<file path="src/rtl/alu_seq_ctrl.sv">
// Sequencing controller for the 16-bit six-control-bit ALU.
// Defining ALU_SEQ_MUL_EN builds the shift-add MUL loop; otherwise opcode 8 is illegal.
module alu_seq_ctrl (
    input  logic        clk,
    input  logic        rst_n,
    input  logic        cmd_valid,
    output logic        cmd_ready,
    input  logic [3:0]  cmd_op,
    input  logic [15:0] cmd_a,
    input  logic [15:0] cmd_b,
    output logic [15:0] alu_x,
    output logic [15:0] alu_y,
    output logic        alu_zx,
    output logic        alu_nx,
    output logic        alu_zy,
    output logic        alu_ny,
    output logic        alu_f,
    output logic        alu_no,
    input  logic [15:0] alu_o,
    output logic        res_valid,
    input  logic        res_ready,
    output logic [15:0] res_data,
    output logic        res_zr,
    output logic        res_ng,
    output logic        res_err
);

    typedef enum logic [2:0] {
        IDLE    = 3'd0,
        EXEC    = 3'd1,
        MUL_ACC = 3'd2,
        MUL_DBL = 3'd3,
        DONE    = 3'd4
    } state_e;

    localparam logic [5:0] CTRL_ADD = 6'b000010;

    state_e      state_q;
    logic [3:0]  op_q;
    logic [15:0] a_q;
    logic [15:0] b_q;
    logic [15:0] resData_q;
    logic        resZr_q;
    logic        resNg_q;
    logic        resErr_q;
`ifdef ALU_SEQ_MUL_EN
    localparam logic [3:0] OP_MUL = 4'd8;
    logic [15:0] acc_q;
    logic [15:0] mcand_q;
    logic [15:0] mplier_q;
    logic [3:0]  cnt_q;
`endif

    logic        opLegal;
    logic [15:0] resData_d;
    logic [5:0]  ctrl;

    function automatic logic [5:0] ctrlWord(input logic [3:0] op);
        case (op)
            4'd0:    ctrlWord = 6'b000010;
            4'd1:    ctrlWord = 6'b010011;
            4'd2:    ctrlWord = 6'b000000;
            4'd3:    ctrlWord = 6'b010101;
            4'd4:    ctrlWord = 6'b001111;
            4'd5:    ctrlWord = 6'b011111;
            4'd6:    ctrlWord = 6'b001110;
            4'd7:    ctrlWord = 6'b001100;
            default: ctrlWord = 6'b000000;
        endcase
    endfunction

    // MUL never reaches EXEC, so only opcodes 0-7 are legal single-pass ops.
    assign opLegal   = ~op_q[3];
    assign resData_d = opLegal ? alu_o : 16'h0000;

    always_comb begin
        ctrl  = 6'b000000;
        alu_x = 16'h0000;
        alu_y = 16'h0000;
        case (state_q)
            EXEC: begin
                alu_x = a_q;
                alu_y = b_q;
                ctrl  = ctrlWord(op_q);
            end
`ifdef ALU_SEQ_MUL_EN
            MUL_ACC: begin
                alu_x = acc_q;
                alu_y = mcand_q;
                ctrl  = CTRL_ADD;
            end
            MUL_DBL: begin
                alu_x = mcand_q;
                alu_y = mcand_q;
                ctrl  = CTRL_ADD;
            end
`endif
            default: ;
        endcase
    end

    assign {alu_zx, alu_nx, alu_zy, alu_ny, alu_f, alu_no} = ctrl;
    assign cmd_ready = (state_q == IDLE);
    assign res_valid = (state_q == DONE);
    assign res_data  = resData_q;
    assign res_zr    = resZr_q;
    assign res_ng    = resNg_q;
    assign res_err   = resErr_q;

    always_ff @(posedge clk or negedge rst_n) begin
        if (!rst_n) begin
            state_q   <= IDLE;
            op_q      <= 4'd0;
            a_q       <= 16'h0000;
            b_q       <= 16'h0000;
            resData_q <= 16'h0000;
            resZr_q   <= 1'b0;
            resNg_q   <= 1'b0;
            resErr_q  <= 1'b0;
`ifdef ALU_SEQ_MUL_EN
            acc_q     <= 16'h0000;
            mcand_q   <= 16'h0000;
            mplier_q  <= 16'h0000;
            cnt_q     <= 4'd0;
`endif
        end else begin
            case (state_q)
                IDLE: begin
                    if (cmd_valid) begin
                        op_q    <= cmd_op;
                        a_q     <= cmd_a;
                        b_q     <= cmd_b;
                        state_q <= EXEC;
`ifdef ALU_SEQ_MUL_EN
                        if (cmd_op == OP_MUL) begin
                            acc_q    <= 16'h0000;
                            mcand_q  <= cmd_a;
                            mplier_q <= cmd_b;
                            cnt_q    <= 4'd0;
                            state_q  <= MUL_ACC;
                        end
`endif
                    end
                end
                EXEC: begin
                    resData_q <= resData_d;
                    resZr_q   <= (resData_d == 16'h0000);
                    resNg_q   <= resData_d[15];
                    resErr_q  <= ~opLegal;
                    state_q   <= DONE;
                end
`ifdef ALU_SEQ_MUL_EN
                MUL_ACC: begin
                    if (mplier_q[0]) begin
                        acc_q <= alu_o;
                    end
                    state_q <= MUL_DBL;
                end
                MUL_DBL: begin
                    mcand_q  <= alu_o;
                    mplier_q <= mplier_q >> 1;
                    cnt_q    <= cnt_q + 4'd1;
                    if (cnt_q == 4'd15) begin
                        resData_q <= acc_q;
                        resZr_q   <= (acc_q == 16'h0000);
                        resNg_q   <= acc_q[15];
                        resErr_q  <= 1'b0;
                        state_q   <= DONE;
                    end else begin
                        state_q <= MUL_ACC;
                    end
                end
`endif
                DONE: begin
                    if (res_ready) begin
                        state_q <= IDLE;
                    end
                end
                default: state_q <= IDLE;
            endcase
        end
    end

endmodule

</file>
<file path="config.mk">
export PLATFORM = sky130hd
export DESIGN_NAME = alu_seq_ctrl
export DESIGN_NICKNAME = d
export VERILOG_FILES = /design/src/rtl/alu_seq_ctrl.sv
export SDC_FILE = /design/constraint.sdc
export NUM_CORES = 1
export LEC_CHECK = 0
export ABC_CLOCK_PERIOD_IN_PS = 2900
export CORE_MARGIN = 2
export CORE_UTILIZATION = 45
export DETAILED_ROUTE_END_ITERATION = 10
export MAX_ROUTING_LAYER = met4
export PLACE_DENSITY_LB_ADDON = 0.3
export SLEW_MARGIN = 15
export SYNTH_ARGS = -nofsm -noshare
export SYNTH_HDL_FRONTEND = slang
export SYNTH_SLANG_ARGS = --single-unit
</file>
<file path="constraint.sdc">
create_clock -name clk -period 2.9 [get_ports clk]
set_input_delay 0.58 -clock clk [delete_from_list [all_inputs] [get_ports clk]]
set_output_delay 0.58 -clock clk [all_outputs]
set_load 0.01 [all_outputs]
</file>
# == Yosys cells after proc, flatten, opt, wreduce, memory -nomap -nowiden ==
# Memories as Yosys holds them, arrays and structs flattened.
# Cells that the tools add are included.
# classes
mux,8
n_reduce_logical,4
n_eq_ne,4
# ops
cell,count
$mux 16,3
$logic_not 16->1,1
$mux 6,2
$pmux 3 s3,1
$mux 3,2
$reduce_and 2->1,2
$eq 3x1->1 const B,1
$eq 3x3->1 const B,1
$logic_not 3->1,1
$ne 2x1->1 const B,1
$ne 2x2->1 const B,1
# word_totals
regBits,58
word_cells,25
n_memories,1
mem_bits_ro,40
# memory_table
name,words,word_bits,read_ports,rd_ports_with_merged_regs,write_ports,line,rtl
(no name shown),8,5,1,0,0,59,case (op)

# == Logic depth before layout (Yosys ltp) ==
# Gate-level depths: netlist of run 1.
# depth
word_depth,3
depth_mapped,5
ltp_nobuf,3

# == Least setup slack after synthesis of run 1 ==
# OpenSTA, ideal clock, no wires.
# synth_path
path_kind,register to output
startpoint,reg state_q[2]
endpoint,out alu_f
t_arrival_ns,1.198
path_slack_ns,1.122
path_buffers,1
stages_incl_launch_ff,4
required_ns,2.320
path_cell_list,dfrtp_1 or2b_2 buf_2 a211oi_1
# synth_via
elab_chain_len,2
# synth_rtl
item,line,rtl
from (decl),38,state_e state_q;
from (signal assigned),112,state_q <= IDLE;
from (signal assigned),133,state_q <= EXEC;
from (signal assigned),150,state_q <= DONE;
$eq 3x1->1,80,case (state_q)
$mux 6,80,
to (decl),17,"output logic alu_f,"
# No other way between the ends.

# == Worst setup path in the final report of run 1 ==
# layout_path
startpoint,reg state_q[2]
endpoint,out alu_no
# layout_via
elab_chain_len,2
# layout_rtl
item,line,rtl
$eq 3x1->1,80,
$mux 6,80,
to (decl),18,"output logic alu_no,"
# No other way between the ends.

==> impl_metrics.yaml, run 1 <==
clocking:
  holdBufCountCts: 0
  cts_tree: "built"
  root_buffer: "clkbuf_8"
  clock_sinks: 56
  cts.clk_slew.worst_paths_ns: 0.10
  htreeDepth: 2
  post_cts_buffers: 0
  cts-buffers-inserted: 5
  clk_path_buf_depth: 2
  ctsResizeCount: 0
  insertion_delay_ns: 0.31
timing:
  hold_viol: 0
  fin_crit_sh: 0.955
  final.setup.tns_ns: 0
  finalMaxSlewViolations: 0
  finClkSkew_ns: 0.0102
  fin_crit_ns: 2.77
  final.setup.worst_slack_ns: 0.131
  grt_setup_unrepaired: "no"
  fmax_mhz: 361
  relSlewSlack: 0.519
  worstMarginPinSlew_ns: 0.722
  setup_viol: 0
floorplanning:
  start_util: 0.474
  pin_count: 115
  die_area_um2: 6500
  die_h_um: 80.6
  coreArea_um2: 5570
  die_w_um: 80.6
  rows: 27
drt:
  via_count: 1953
  viasPerCell: 4.94
  drt_iter0_drc: 98
  drtAntennaViolNets: 0
  route.detailed.drc: 0
  first_pass_iters: 4
  wl_mm: 6.11
  wl_per_cell_um: 15.5
power_and_ir_drop:
  power_mw: 3.70
  ir_worst_vdd_uv: 661
  p_leak_nw: 1.72
  power.density_nw_per_um2: 954
grt:
  grt_usage: 0.205
  first_global_vias: 2106
  overflow: 0
  antenna_found_initial: 0
  grt_max_degree: 38
  grt_pass1_wl_mm: 9.85
hold_path:
  hp-class: "input pin to asynchronous set/reset pin"
logic_synthesis:
  post_synth.cell_area_avg_um2: 12.3
  seq_area_frac_synth: 0.531
  synthesis.area_um2: 2640
  synth_cell_types: 26
  yosys_register_bits: 56
  yosys_warnings: 0
  synth_fp_nets: 270
  syn_inst: 214
layout:
  antenna_cells: 0
  final_cell_mix: "112 x clkdlybuf4s50_1, 56 x dfrtp_1, 36 x nand2_1, 33 x and2_1, 29 x mux2_4"
  regArea_um2: 1400
  nNetsFinal: 378
  layout.cells.most_common: "clkdlybuf4s50_1"
  drive_gt1_frac: 0.158
  multi_input_area_um2: 1110
  fillers: 435
  fin_area_um2: 3870
  syn_to_final_growth_pct: 46.7
  instances_no_fill: 395
critical_path:
  reg2reg_depth: 3
  r2r-end: "b_q[14]"
  worstSetupPathType: "flip-flop to output pin"
  arrival_ns: 2.19
  cp.required_ns: 2.32
  r2r_start: "state_q[2]"
  critPathMaxFanout: 21
  regToRegSetupSlack_ns: 1.09
  endpoint_kind: "output pin"
  startpoint_type: "flip-flop"
placement:
  place_inst: 387
  placed_area_um2: 3760
  portBuffers: 113
  gpl.final_weighted_congestion: 0.802
  dp_worst_setup_slack_ns: 0.472
  hpwl_mm: 4.42
status:
  status: "finished, final reports clean"
run:
  maxCapViolations: 0
## flip-flops by register name, indices dropped and copies added, names as in the netlist
| register | count |
|---|---|
| a_q | 16 |
| b_q | 16 |
| res_data | 16 |
| op_q | 4 |
| state_q | 2 |
| res_err | 1 |
| res_zr | 1 |
## cell usage after synthesis
library cell	n	share of area
mux2_2	7	0.030
nand2_1	36	0.051
or2b_1	1	0.0028
o21ai_0	1	0.0019
and2_1	33	0.078
nor2b_1	1	0.0024
nand4_1	1	0.0024
a211oi_1	1	0.0028
mux2_4	29	0.16
inv_1	1	0.0014
dfrtp_1	56	0.53
conb_1	1	0.0014
nor4_1	4	0.0095
and2_4	1	0.0033
nor2_1	3	0.0043
nand2b_1	1	0.0024
buf_4	2	0.0057
or2b_2	1	0.0033
clkbuf_1	6	0.0085
buf_2	3	0.0057
o211a_1	1	0.0038
nand3b_1	16	0.045
buf_12	4	0.030
and3_1	1	0.0024
nor3_1	1	0.0019
a21oi_1	2	0.0038
## final cells by class
cell class	count	area share
multi-input cells	142	0.286
well taps	72	0.0233
repair buffers	116	0.300
clock inverters	3	0.0110
inverters	1	0.000969
clock buffers	5	0.0178
flip-flops and latches	56	0.362
## worst max-delay path, cell delays in order, from the launching register on
cell and delay (ns):
dfrtp_1 0.43, or2b_2 0.47, nor2_1 0.26, o211a_1 0.19, clkdlybuf4s50_1 0.54
## worst max path at each step
stage,startpoint,to,slack [ns],cells past startpoint
2_1_floorplan,state_q[2],alu_f,1.12,3
3_3_place_gp,state_q[2],alu_no,0.50,4
3_5_place_dp,state_q[2],alu_no,0.47,4
4_1_cts,state_q[2],alu_no,0.12,4
5_1_grt,state_q[2],alu_no,0.01,4
6_report,state_q[2],alu_no,0.13,4
## logic make-up (layout without fill, tap and decap cells)
family	after synthesis	in the layout	synth area share
buffers and inverters	16	125	0.0516
muxes	36	36	0.195
AOI/OAI and AO/OA	5	5	0.0123
DFF	56	56	0.531
other	1	1	0.00142
and+or+nand+nor	100	100	0.209
## per-layer routing
metal / wire, um / track usage / part of all wire / up-vias
li1: - / - / - / 916
met1: 2770 / 0.260 / 0.45 / 939
met2: 2850 / 0.338 / 0.47 / 91
met3: 428 / 0.0382 / 0.070 / 7
met4: 57 / 0.0559 / 0.0093 / 0
met5: 0 / - / 0 / -
## through the flow
| step | utilization | hold WS [ns] |
|---|---|---|
| after floorplan | - | 0.284 |
| after global placement | 0.675 | 0.450 |
| after detailed placement | 0.675 | 0.455 |
| after CTS | 0.695 | 0.339 |
| after global routing | 0.695 | 0.367 |
| final | 0.695 | 0.322 |
## power by group
part	internal, mW	leakage (nW)	switching [mW]
logic	1.11	0.989	0.665
registers	1.16	0.678	0.253
clock network	0.256	0.0541	0.251
total	2.53	1.72	1.17
(Power assumes the default switching activity.)
==> inputs of run 2 (changes only) <==
Settings changed: CORE_UTILIZATION 45 to 47, CTS_BUF_LIST from default to sky130_fd_sc_hd__clkbuf_4 sky130_fd_sc_hd__clkbuf_8.
==> run 2 against run 1 <==
Against the previous run:
- count of clock-buffer cells in the layout unchanged
- total power decreased by 2.1%
- setup slack improved by 0.060 ns
- design area about the same
- wire length decreased by 4.8%
- highest routed layer unchanged
- critical path depth unchanged
- largest power group unchanged
- core utilization increased by 1.2 points
- combinational power about the same
- clock power decreased by 15%
- largest cell class unchanged
- fmax increased by 2.2%
- worst hold slack got worse by 0.13 ns
- sequential cell count unchanged
==> impl_metrics.yaml, run 2 (same netlist as run 1, synthesis figures left out) <==
timing:
  grt_setup_unrepaired: "no"
  setup_viol: 0
  finalMaxSlewViolations: 0
  worstMarginPinSlew_ns: 0.645
  fmax_mhz: 369
  relSlewSlack: 0.570
  hold_viol: 0
  final.setup.worst_slack_ns: 0.191
  fin_crit_sh: 0.934
  finClkSkew_ns: 0.0103
  fin_crit_ns: 2.71
  final.setup.tns_ns: 0
floorplanning:
  pin_count: 115
  coreArea_um2: 5470
  die_h_um: 79.0
  start_util: 0.483
  rows: 27
  die_area_um2: 6240
  die_w_um: 79.0
placement:
  hpwl_mm: 4.29
  dp_worst_setup_slack_ns: 0.465
  gpl.final_weighted_congestion: 0.704
  portBuffers: 113
drt:
  viasPerCell: 4.85
  drt_iter0_drc: 108
  wl_per_cell_um: 14.7
  route.detailed.drc: 0
  via_count: 1922
  drtAntennaViolNets: 0
  first_pass_iters: 4
  wl_mm: 5.82
clocking:
  cts-buffers-inserted: 5
  insertion_delay_ns: 0.31
  clock_sinks: 56
  htreeDepth: 2
  clk_path_buf_depth: 2
  cts.clk_slew.worst_paths_ns: 0.11
  root_buffer: "clkbuf_8"
  cts_tree: "built"
critical_path:
  r2r_start: "state_q[2]"
  endpoint_kind: "output pin"
  arrival_ns: 2.13
  r2r-end: "a_q[0]"
  reg2reg_depth: 3
  cp.required_ns: 2.32
  critPathMaxFanout: 21
  regToRegSetupSlack_ns: 1.09
  startpoint_type: "flip-flop"
  worstSetupPathType: "flip-flop to output pin"
grt:
  grt-busiest-layer: "met2"
  grt_pass1_wl_mm: 9.47
  grtUsageMet1: 0.258
  first_global_vias: 1953
  gr-usage-met3: 0.0534
  overflow: 0
  antenna_found_initial: 0
  grt_usage: 0.199
  met2_usage: 0.321
  grt_max_degree: 38
status:
  status: "finished, final reports clean"
layout:
  fillers: 436
  final_cell_mix: "112 x clkdlybuf4s50_1, 56 x dfrtp_1, 36 x nand2_1, 33 x and2_1, 29 x mux2_4"
  syn_to_final_growth_pct: 46.5
  drive_gt1_frac: 0.164
  nNetsFinal: 379
  antenna_cells: 0
  regArea_um2: 1400
  multi_input_area_um2: 1110
  layout.cells.most_common: "clkdlybuf4s50_1"
power_and_ir_drop:
  ir_worst_vdd_uv: 655
  power_frac_seq: 0.391
  p_leak_nw: 1.71
  p_comb_frac: 0.491
  p_switching_mw: 1.17
  power.density_nw_per_um2: 935
  internal_power_mw: 2.45
  p_clk_frac: 0.118
  p_sw_frac: 0.323
hold_path:
  hp-class: "input pin to asynchronous set/reset pin"
run:
  maxCapViolations: 0
[run 2: critical path, cell delays in order (launching register included)]
cell and delay (ns):
dfrtp_1 0.44, or2b_2 0.48, nor2_2 0.20, o211a_1 0.16, clkdlybuf4s50_1 0.54
[run 2: layer usage]
layer,share of wire,vias to the layer above
li1,-,922
met1,0.45,913
met2,0.47,83
met3,0.075,4
met4,0.0067,0
met5,0,-
[run 2: worst max path at each step]
| stage | from | end | slack, ns | cells after the start |
|---|---|---|---|---|
| 6_report | state_q[2] | alu_no | 0.19 | 4 |
| 5_1_grt | state_q[2] | alu_no | 0.07 | 4 |
| 4_1_cts | state_q[2] | alu_no | 0.11 | 4 |
| 3_5_place_dp | state_q[2] | alu_no | 0.47 | 4 |
| 3_3_place_gp | state_q[2] | alu_nx | 0.53 | 4 |
| 2_1_floorplan | state_q[2] | alu_f | 1.12 | 3 |
[run 2: final cells by class]
type / count / share of cell area
clock inverters: 3 / 0.00614
multi-input cells: 142 / 0.288
well taps: 72 / 0.0233
repair buffers: 117 / 0.302
flip-flops and latches: 56 / 0.362
clock buffers: 5 / 0.0178
inverters: 1 / 0.000970
[run 2: power by group through the flow]
stage	logic [mW]	clock network, mW	registers (mW)
CTS	1.80	0.447	1.41
floorplan	1.06	0	1.39
detailed placement	1.79	0	1.42
global route	1.92	0.479	1.47
global placement	1.76	0	1.41
finish	1.78	0.429	1.41
[run 2: stage by stage]
stage	total power, mW	cell area, um2	cells	util	hold WS, ns
after floorplan	2.45	2640	214	-	0.284
after global placement	3.17	3770	388	0.690	0.450
after detailed placement	3.22	3770	388	0.690	0.456
after CTS	3.66	3870	396	0.707	0.195
after global routing	3.87	3870	396	0.707	0.203
final	3.62	3870	396	0.707	0.190
[run 2: what timing repair did]
| action | CTS | global route |
|---|---|---|
| setup buffers | 0 | 0 |
| endpoints found under the setup margin | 0 | 1 |
| resized for setup | 0 | 1 |
| hold buffers | 0 | 0 |
==> inputs of run 3 (changes only) <==
Settings changed: CORE_MARGIN 2 to 1.
==> run 3 against run 2 <==
Against the previous run:
- count of clock-buffer cells in the layout increased by 1
- worst hold slack improved by 0.083 ns
- first-iteration DRC count increased by 16%
- setup slack got worse by 0.012 ns
- critical path type unchanged
- largest power group unchanged
==> impl_metrics.yaml, run 3 (same netlist as run 1, synthesis figures left out) <==
power_and_ir_drop:
  power.density_nw_per_um2: 952
  p_comb_frac: 0.476
  p_leak_nw: 1.73
  p_clk_frac: 0.141
  power_frac_seq: 0.383
  ir_worst_vdd_uv: 717
  p_sw_frac: 0.311
  internal_power_mw: 2.54
  p_switching_mw: 1.15
timing:
  finalMaxSlewViolations: 0
  relSlewSlack: 0.571
  fin_crit_sh: 0.938
  fin_crit_ns: 2.72
  fmax_mhz: 368
  grt_setup_unrepaired: "no"
  setup_viol: 0
  finClkSkew_ns: 0.00856
  hold_viol: 0
  worstMarginPinSlew_ns: 0.644
  final.setup.tns_ns: 0
clocking:
  cts.clk_slew.worst_paths_ns: 0.10
  ctsResizeCount: 0
  htreeDepth: 2
  clk_path_buf_depth: 2
  root_buffer: "clkbuf_8"
  cts_tree: "built"
  clock_sinks: 56
  post_cts_buffers: 0
  holdBufCountCts: 0
  cts-buffers-inserted: 5
  insertion_delay_ns: 0.30
critical_path:
  endpoint_kind: "output pin"
  arrival_ns: 2.14
  cp.required_ns: 2.32
  critPathMaxFanout: 21
  slowest_stage: "clkdlybuf4s50_1"
  startpoint_type: "flip-flop"
  worstSetupPathType: "flip-flop to output pin"
  path_delay_family: "simple AND/OR/NAND/NOR gates"
  critPathMaxStageDelay_ns: 0.53
  worstPathCellList: "or2b_2, nor2_1, o211a_1, clkdlybuf4s50_1"
  cp.buffers_inverters: 1
drt:
  drtAntennaViolNets: 0
  route.detailed.drc: 0
  via_count: 1933
  viasPerCell: 4.91
  drt_iter0_drc: 125
  wl_mm: 5.71
  wl_per_cell_um: 14.5
  first_pass_iters: 4
status:
  status: "finished, final reports clean"
floorplanning:
  rows: 26
  start_util: 0.501
  coreArea_um2: 5270
  die_area_um2: 5920
  die_w_um: 77.0
  die_h_um: 77.0
  pin_count: 115
layout:
  fin_area_um2: 3880
  syn_to_final_growth_pct: 46.8
  nNetsFinal: 379
  drive_gt1_frac: 0.160
  fillers: 396
  layout.cells.most_common: "clkdlybuf4s50_1"
  final_cell_mix: "112 x clkdlybuf4s50_1, 56 x dfrtp_1, 36 x nand2_1, 33 x and2_1, 29 x mux2_4"
  antenna_cells: 0
placement:
  placed_area_um2: 3750
  gpl.final_weighted_congestion: 0.768
  hpwl_mm: 4.07
  portBuffers: 113
grt:
  first_global_vias: 1929
  antenna_found_initial: 0
  overflow: 0
  grt_usage: 0.206
  grt_pass1_wl_mm: 9.37
  grt_max_degree: 38
run:
  maxCapViolations: 0
hold_path:
  hp-class: "input pin to asynchronous set/reset pin"
run 3: cell count changes in the layout (fill, tap and decap cells not counted), sizes merged:
cell	change
clkinvlp	-2
bufinv	+1
clkbuf	+1
run 3: area by class of cell:
type	instances	area, um2	share of cell area
sequential	56	1400	0.362
timing repair buffer	117	1160	0.298
multi-input combinational	142	1110	0.285
tap	70	87.6	0.0226
clock buffer	6	82.6	0.0213
clock inverter	2	38.8	0.0100
inverter	1	3.75	0.000968
run 3: worst paths after layout:
| path | depth (start not counted) | slack, ns | endpoint | startpoint |
|---|---|---|---|---|
| worst max-delay path | 4 | 0.18 | alu_no | state_q[2] |
| worst min-delay path | 1 | 0.27 | res_data[8] | rst_n |
| worst max register to register | 3 | 1.12 | a_q[0] | state_q[2] |
| worst min register to register | 2 | 0.47 | res_data[4] | res_data[4] |
| max in group asynchronous | 2 | 1.96 | a_q[1] | rst_n |
| min in group clk | 2 | 0.47 | res_data[4] | res_data[4] |
run 3: power by group through the flow:
stage	sequential [mW]	clock (mW)	combinational (mW)
6_report	1.41	0.522	1.76
5_1_grt	1.47	0.571	1.88
4_1_cts	1.42	0.534	1.78
3_5_place_dp	1.42	0	1.77
3_3_place_gp	1.41	0	1.74
2_1_floorplan	1.39	0	1.06
run 3: metrics by stage:
stage / setup WS [ns] / power (mW) / util / hold WS (ns) / std cells
floorplan: 1.12 / 2.45 / - / 0.284 / 214
finish: 0.179 / 3.69 / 0.736 / 0.273 / 394
global placement: 0.494 / 3.15 / 0.712 / 0.450 / 386
global route: 0.0408 / 3.93 / 0.736 / 0.308 / 394
detailed placement: 0.496 / 3.19 / 0.712 / 0.454 / 386
CTS: 0.153 / 3.73 / 0.736 / 0.287 / 394
run 3: worst register-to-register path: stages (launching register included):
cell,delay [ns]
dfrtp_1,0.42
nor2_1,0.22
and2_4,0.61
mux2_2,0.42
run 3: metal layers:
layer  global-route usage  part of all wire  vias to the layer above
met5                    -                 0                        -
met4               0.0462            0.0053                        0
met3               0.0417             0.068                        4
met2                0.319              0.45                       86
met1                0.280              0.48                      921
li1                     -                 -                      922
==> RTL edit 1, RTL diff (flow settings as in run 1) <==
The 5 states of `state_e` get a one-hot encoding in 5 bits.
--- a/src/rtl/alu_seq_ctrl.sv
+++ b/src/rtl/alu_seq_ctrl.sv
@@ -25,12 +25,12 @@
     output logic        res_err
 );
 
-    typedef enum logic [2:0] {
-        IDLE    = 3'd0,
-        EXEC    = 3'd1,
-        MUL_ACC = 3'd2,
-        MUL_DBL = 3'd3,
-        DONE    = 3'd4
+    typedef enum logic [4:0] {
+        IDLE    = 5'b00001,
+        EXEC    = 5'b00010,
+        MUL_ACC = 5'b00100,
+        MUL_DBL = 5'b01000,
+        DONE    = 5'b10000
     } state_e;
 
     localparam logic [5:0] CTRL_ADD = 6'b000010;
Function: no difference found for any inputs over 10 cycles, from zero or initial values and one cycle with rst_n low; not proved beyond that.
==> RTL edit 1 against run 1 <==
Setup slack improved by 0.076 ns. Highest routed layer unchanged. Largest power group is now registers. Total power decreased by 3.9%. Routed wire length increased by 0.74%. Synthesized area decreased by 3.1%. Non-clock buffer count increased by 4. Sequential cell count increased by 1. Count of clock-buffer cells in the layout increased by 6. Register-to-register slack improved by 0.08 ns. Design area increased by 2.9%.
==> RTL edit 1: results <==
{
  "grt_util_met2_pct": 31.1,
  "synth_common_cells": "dfrtp_1 (56), nand2_1 (36), mux2_2 (35)",
  "clk_pin_slew_ns": 0.06,
  "nNetsFinal": 393,
  "placed_cells": 398,
  "grtUsageTotal_pct": 21.4,
  "synth_nets": 276,
  "synthCells": 220,
  "post-dp-hpwl_um": 4370,
  "r2r_slack_ns": 1.17,
  "post_synth_main_area_contributors": "dfrtp_1 (55%), mux2_2 (15%), and2_1 (8.1%)",
  "wl_per_cell_um": 14.9,
  "muxShareOfSynthArea_pct": 16.6,
  "status": "finished, final reports clean",
  "gr-usage-met1_pct": 27.1,
  "pre_cts_ws_ns": 0.369,
  "wl_met1_um": 2690,
  "routed_via_density": 4.90,
  "drt_iter0_drc": 86,
  "rr_worst_depth": 4,
  "drive_gt1_share_pct": 19.0,
  "placed_cell_area_um2": 3750,
  "peakVddDrop_v": 0.000550,
  "cts_htree_levels": 3,
  "whs_ns": 0.162,
  "ys_types": 25,
  "post-route-period-util_pct": 92.9,
  "use_met3_pct": 8.48,
  "p_leak_nw": 1.72
}
-- RTL edit 1: final cells by class --
cell class	instances	area, um2
clock buffers	11	151
clock inverters	5	77.6
well taps	72	90.1
repair buffers	120	1180
fillers	395	1520
flip-flops and latches	57	1430
multi-input cells	146	1050
inverters	3	11.3
-- RTL edit 1: power by group through the flow --
stage                     clock [W]  sequential, W  combinational, W
after detailed placement          0        0.00142           0.00131
after global routing       0.000899        0.00147           0.00141
final                      0.000836        0.00142           0.00130
after global placement            0        0.00140           0.00127
after floorplan                   0        0.00138          0.000747
after CTS                  0.000856        0.00142           0.00131
-- RTL edit 1: timing repair --
action / in CTS / in global routing
hold buffers: 0 / 0
gates resized for setup: 0 / 3
endpoints found under the setup margin: 0 / 1
-- RTL edit 1: worst register-to-register path, delay by kind of cell, from the launching register on --
kind	cells	cell delay [ns]
and+or+nand+nor	2	0.26
muxes	1	0.40
DFF	1	0.60
buffers and inverters	1	0.36
==> RTL edit 2, RTL diff (flow settings as in run 1) <==
Made on the original files. Add a define of `ALU_SEQ_MUL_EN`.
--- a/src/rtl/alu_seq_ctrl.sv
+++ b/src/rtl/alu_seq_ctrl.sv
@@ -1,5 +1,7 @@
 // Sequencing controller for the 16-bit six-control-bit ALU.
 // Defining ALU_SEQ_MUL_EN builds the shift-add MUL loop; otherwise opcode 8 is illegal.
+`define ALU_SEQ_MUL_EN
+
 module alu_seq_ctrl (
     input  logic        clk,
     input  logic        rst_n,
Behaviour: not the same (Yosys sat finds a counterexample within 4 cycles, from zero or initial values and one cycle with rst_n low).
==> RTL edit 2 against run 1 <==
Clock power increased by 130%. Combinational power increased to 2.8 times the old value. Sequential cell count increased by 53. Setup slack improved by 0.013 ns. Worst hold slack got worse by 0.29 ns. Synthesized area increased by 110%. Design area increased by 86%. Routed wire length increased by 140%. Total power increased by 140%. Cell count increased by 100%. Register-to-register slack got worse by 0.40 ns. Non-clock buffer count increased by 14. Highest routed layer unchanged.
==> RTL edit 2: results <==
{
  "fin_skew_ns": 0.00556,
  "path_max_fanout": 31,
  "synth_compound_area_share_pct": 13.2,
  "rr_endpoint": "mcand_q[5]",
  "post-dp-hpwl_um": 10700,
  "synth_nets": 587,
  "avgSynthCellArea_um2": 10.6,
  "status": "finished, final reports clean",
  "synthAdderAreaFrac_pct": 0.222,
  "r2r-start": "state_q[0]",
  "grt_max_degree": 63,
  "grt_pass1_wl_um": 23800,
  "post_synth_main_area_contributors": "dfrtp_1 (48%), mux2_2 (10%), mux2_4 (7.7%)",
  "placed_cell_area_um2": 6930,
  "placed_cells": 787,
  "slowest_delay_ns": 0.57,
  "wl_per_cell_um": 18.5,
  "yosysSeqAreaShare_pct": 48.4,
  "grt_pass1_vias": 4537,
  "place_congestion": 0.849,
  "grtUsageTotal_pct": 23.9,
  "drt_iter0_drc": 347,
  "r2r_slack_ns": 0.69,
  "drive_gt1_share_pct": 20.5,
  "firstDrtPassIters": 5,
  "slew_headroom_pct": 27.6,
  "routed_via_density": 5.50,
  "clk_pin_slew_ns": 0.07,
  "synthXorXnorAreaFrac_pct": 0.155,
  "peakVddDrop_v": 0.000596,
  "register_area_um2": 2730,
  "p_leak_nw": 3.14,
  "insertion_delay_ns": 0.35,
  "nNetsFinal": 687,
  "fin_cells": 803,
  "final.fill_count": 1067
}
[RTL edit 2: cell types whose count changed after synthesis, sizes merged, moves of 32 or more]
cell | run 1 | this run
and2 | 34 | 1
a22o | 0 | 32
dfrtp | 56 | 109
nor2 | 3 | 38
mux2 | 36 | 81
a21oi | 2 | 37
nand2 | 36 | 100
[RTL edit 2: final cells by class]
| type | instances | area share (%) |
|---|---|---|
| multi-input combinational | 373 | 36.9 |
| inverter | 7 | 0.364 |
| tap | 168 | 2.92 |
| clock inverter | 7 | 0.677 |
| clock buffer | 9 | 3.12 |
| sequential | 109 | 37.8 |
| timing repair buffer | 130 | 18.2 |
[RTL edit 2: how the worst max path moves through the flow]
stage	slack (ns)	end	start	cells past startpoint
2_1_floorplan	0.81	alu_y[0]	state_q[1]	5
3_3_place_gp	0.32	acc_q[5]	cmd_op[1]	5
3_5_place_dp	0.28	acc_q[10]	cmd_op[1]	5
4_1_cts	0.13	alu_x[5]	state_q[1]	6
5_1_grt	0.04	alu_x[5]	state_q[1]	6
6_report	0.14	alu_x[5]	state_q[1]	6
[RTL edit 2: per-layer routing]
layer / part of all wire, % / global-route usage, %
met5: 0 / -
met4: 1.4 / 7.06
met3: 4.7 / 4.24
met2: 49 / 37.4
met1: 45 / 32.2
[RTL edit 2: metrics by stage]
| step | hold WS [ns] | worst slack, ns |
|---|---|---|
| after floorplan | 0.284 | 0.812 |
| after global placement | 0.409 | 0.318 |
| after detailed placement | 0.411 | 0.283 |
| after CTS | 0.0328 | 0.132 |
| after global routing | 0.0258 | 0.0426 |
| final | 0.0356 | 0.145 |
[RTL edit 2: power breakdown]
part	total [W]	switching [W]	internal, W
clock network	0.00116	0.000574	0.000586
logic	0.00489	0.00221	0.00267
registers	0.00291	0.000611	0.00230
[RTL edit 2: kinds of logic (layout without fill, tap and decap cells)]
group | count (synthesis) | in the layout
buffers and inverters | 48 | 153
muxes | 82 | 82
other | 1 | 1
DFF | 109 | 109
xor gates and xnor gates | 1 | 1
and+or+nand+nor | 182 | 182
adders and majority gates | 1 | 1
AOI/OAI and AO/OA | 106 | 106
[RTL edit 2: worst max-delay path, delay by kind of cell, from the launching register on]
family | cells | cell delay [ns]
flops | 1 | 0.37
compound gates | 1 | 0.11
buf+inv | 3 | 0.98
simple gates | 2 | 0.35
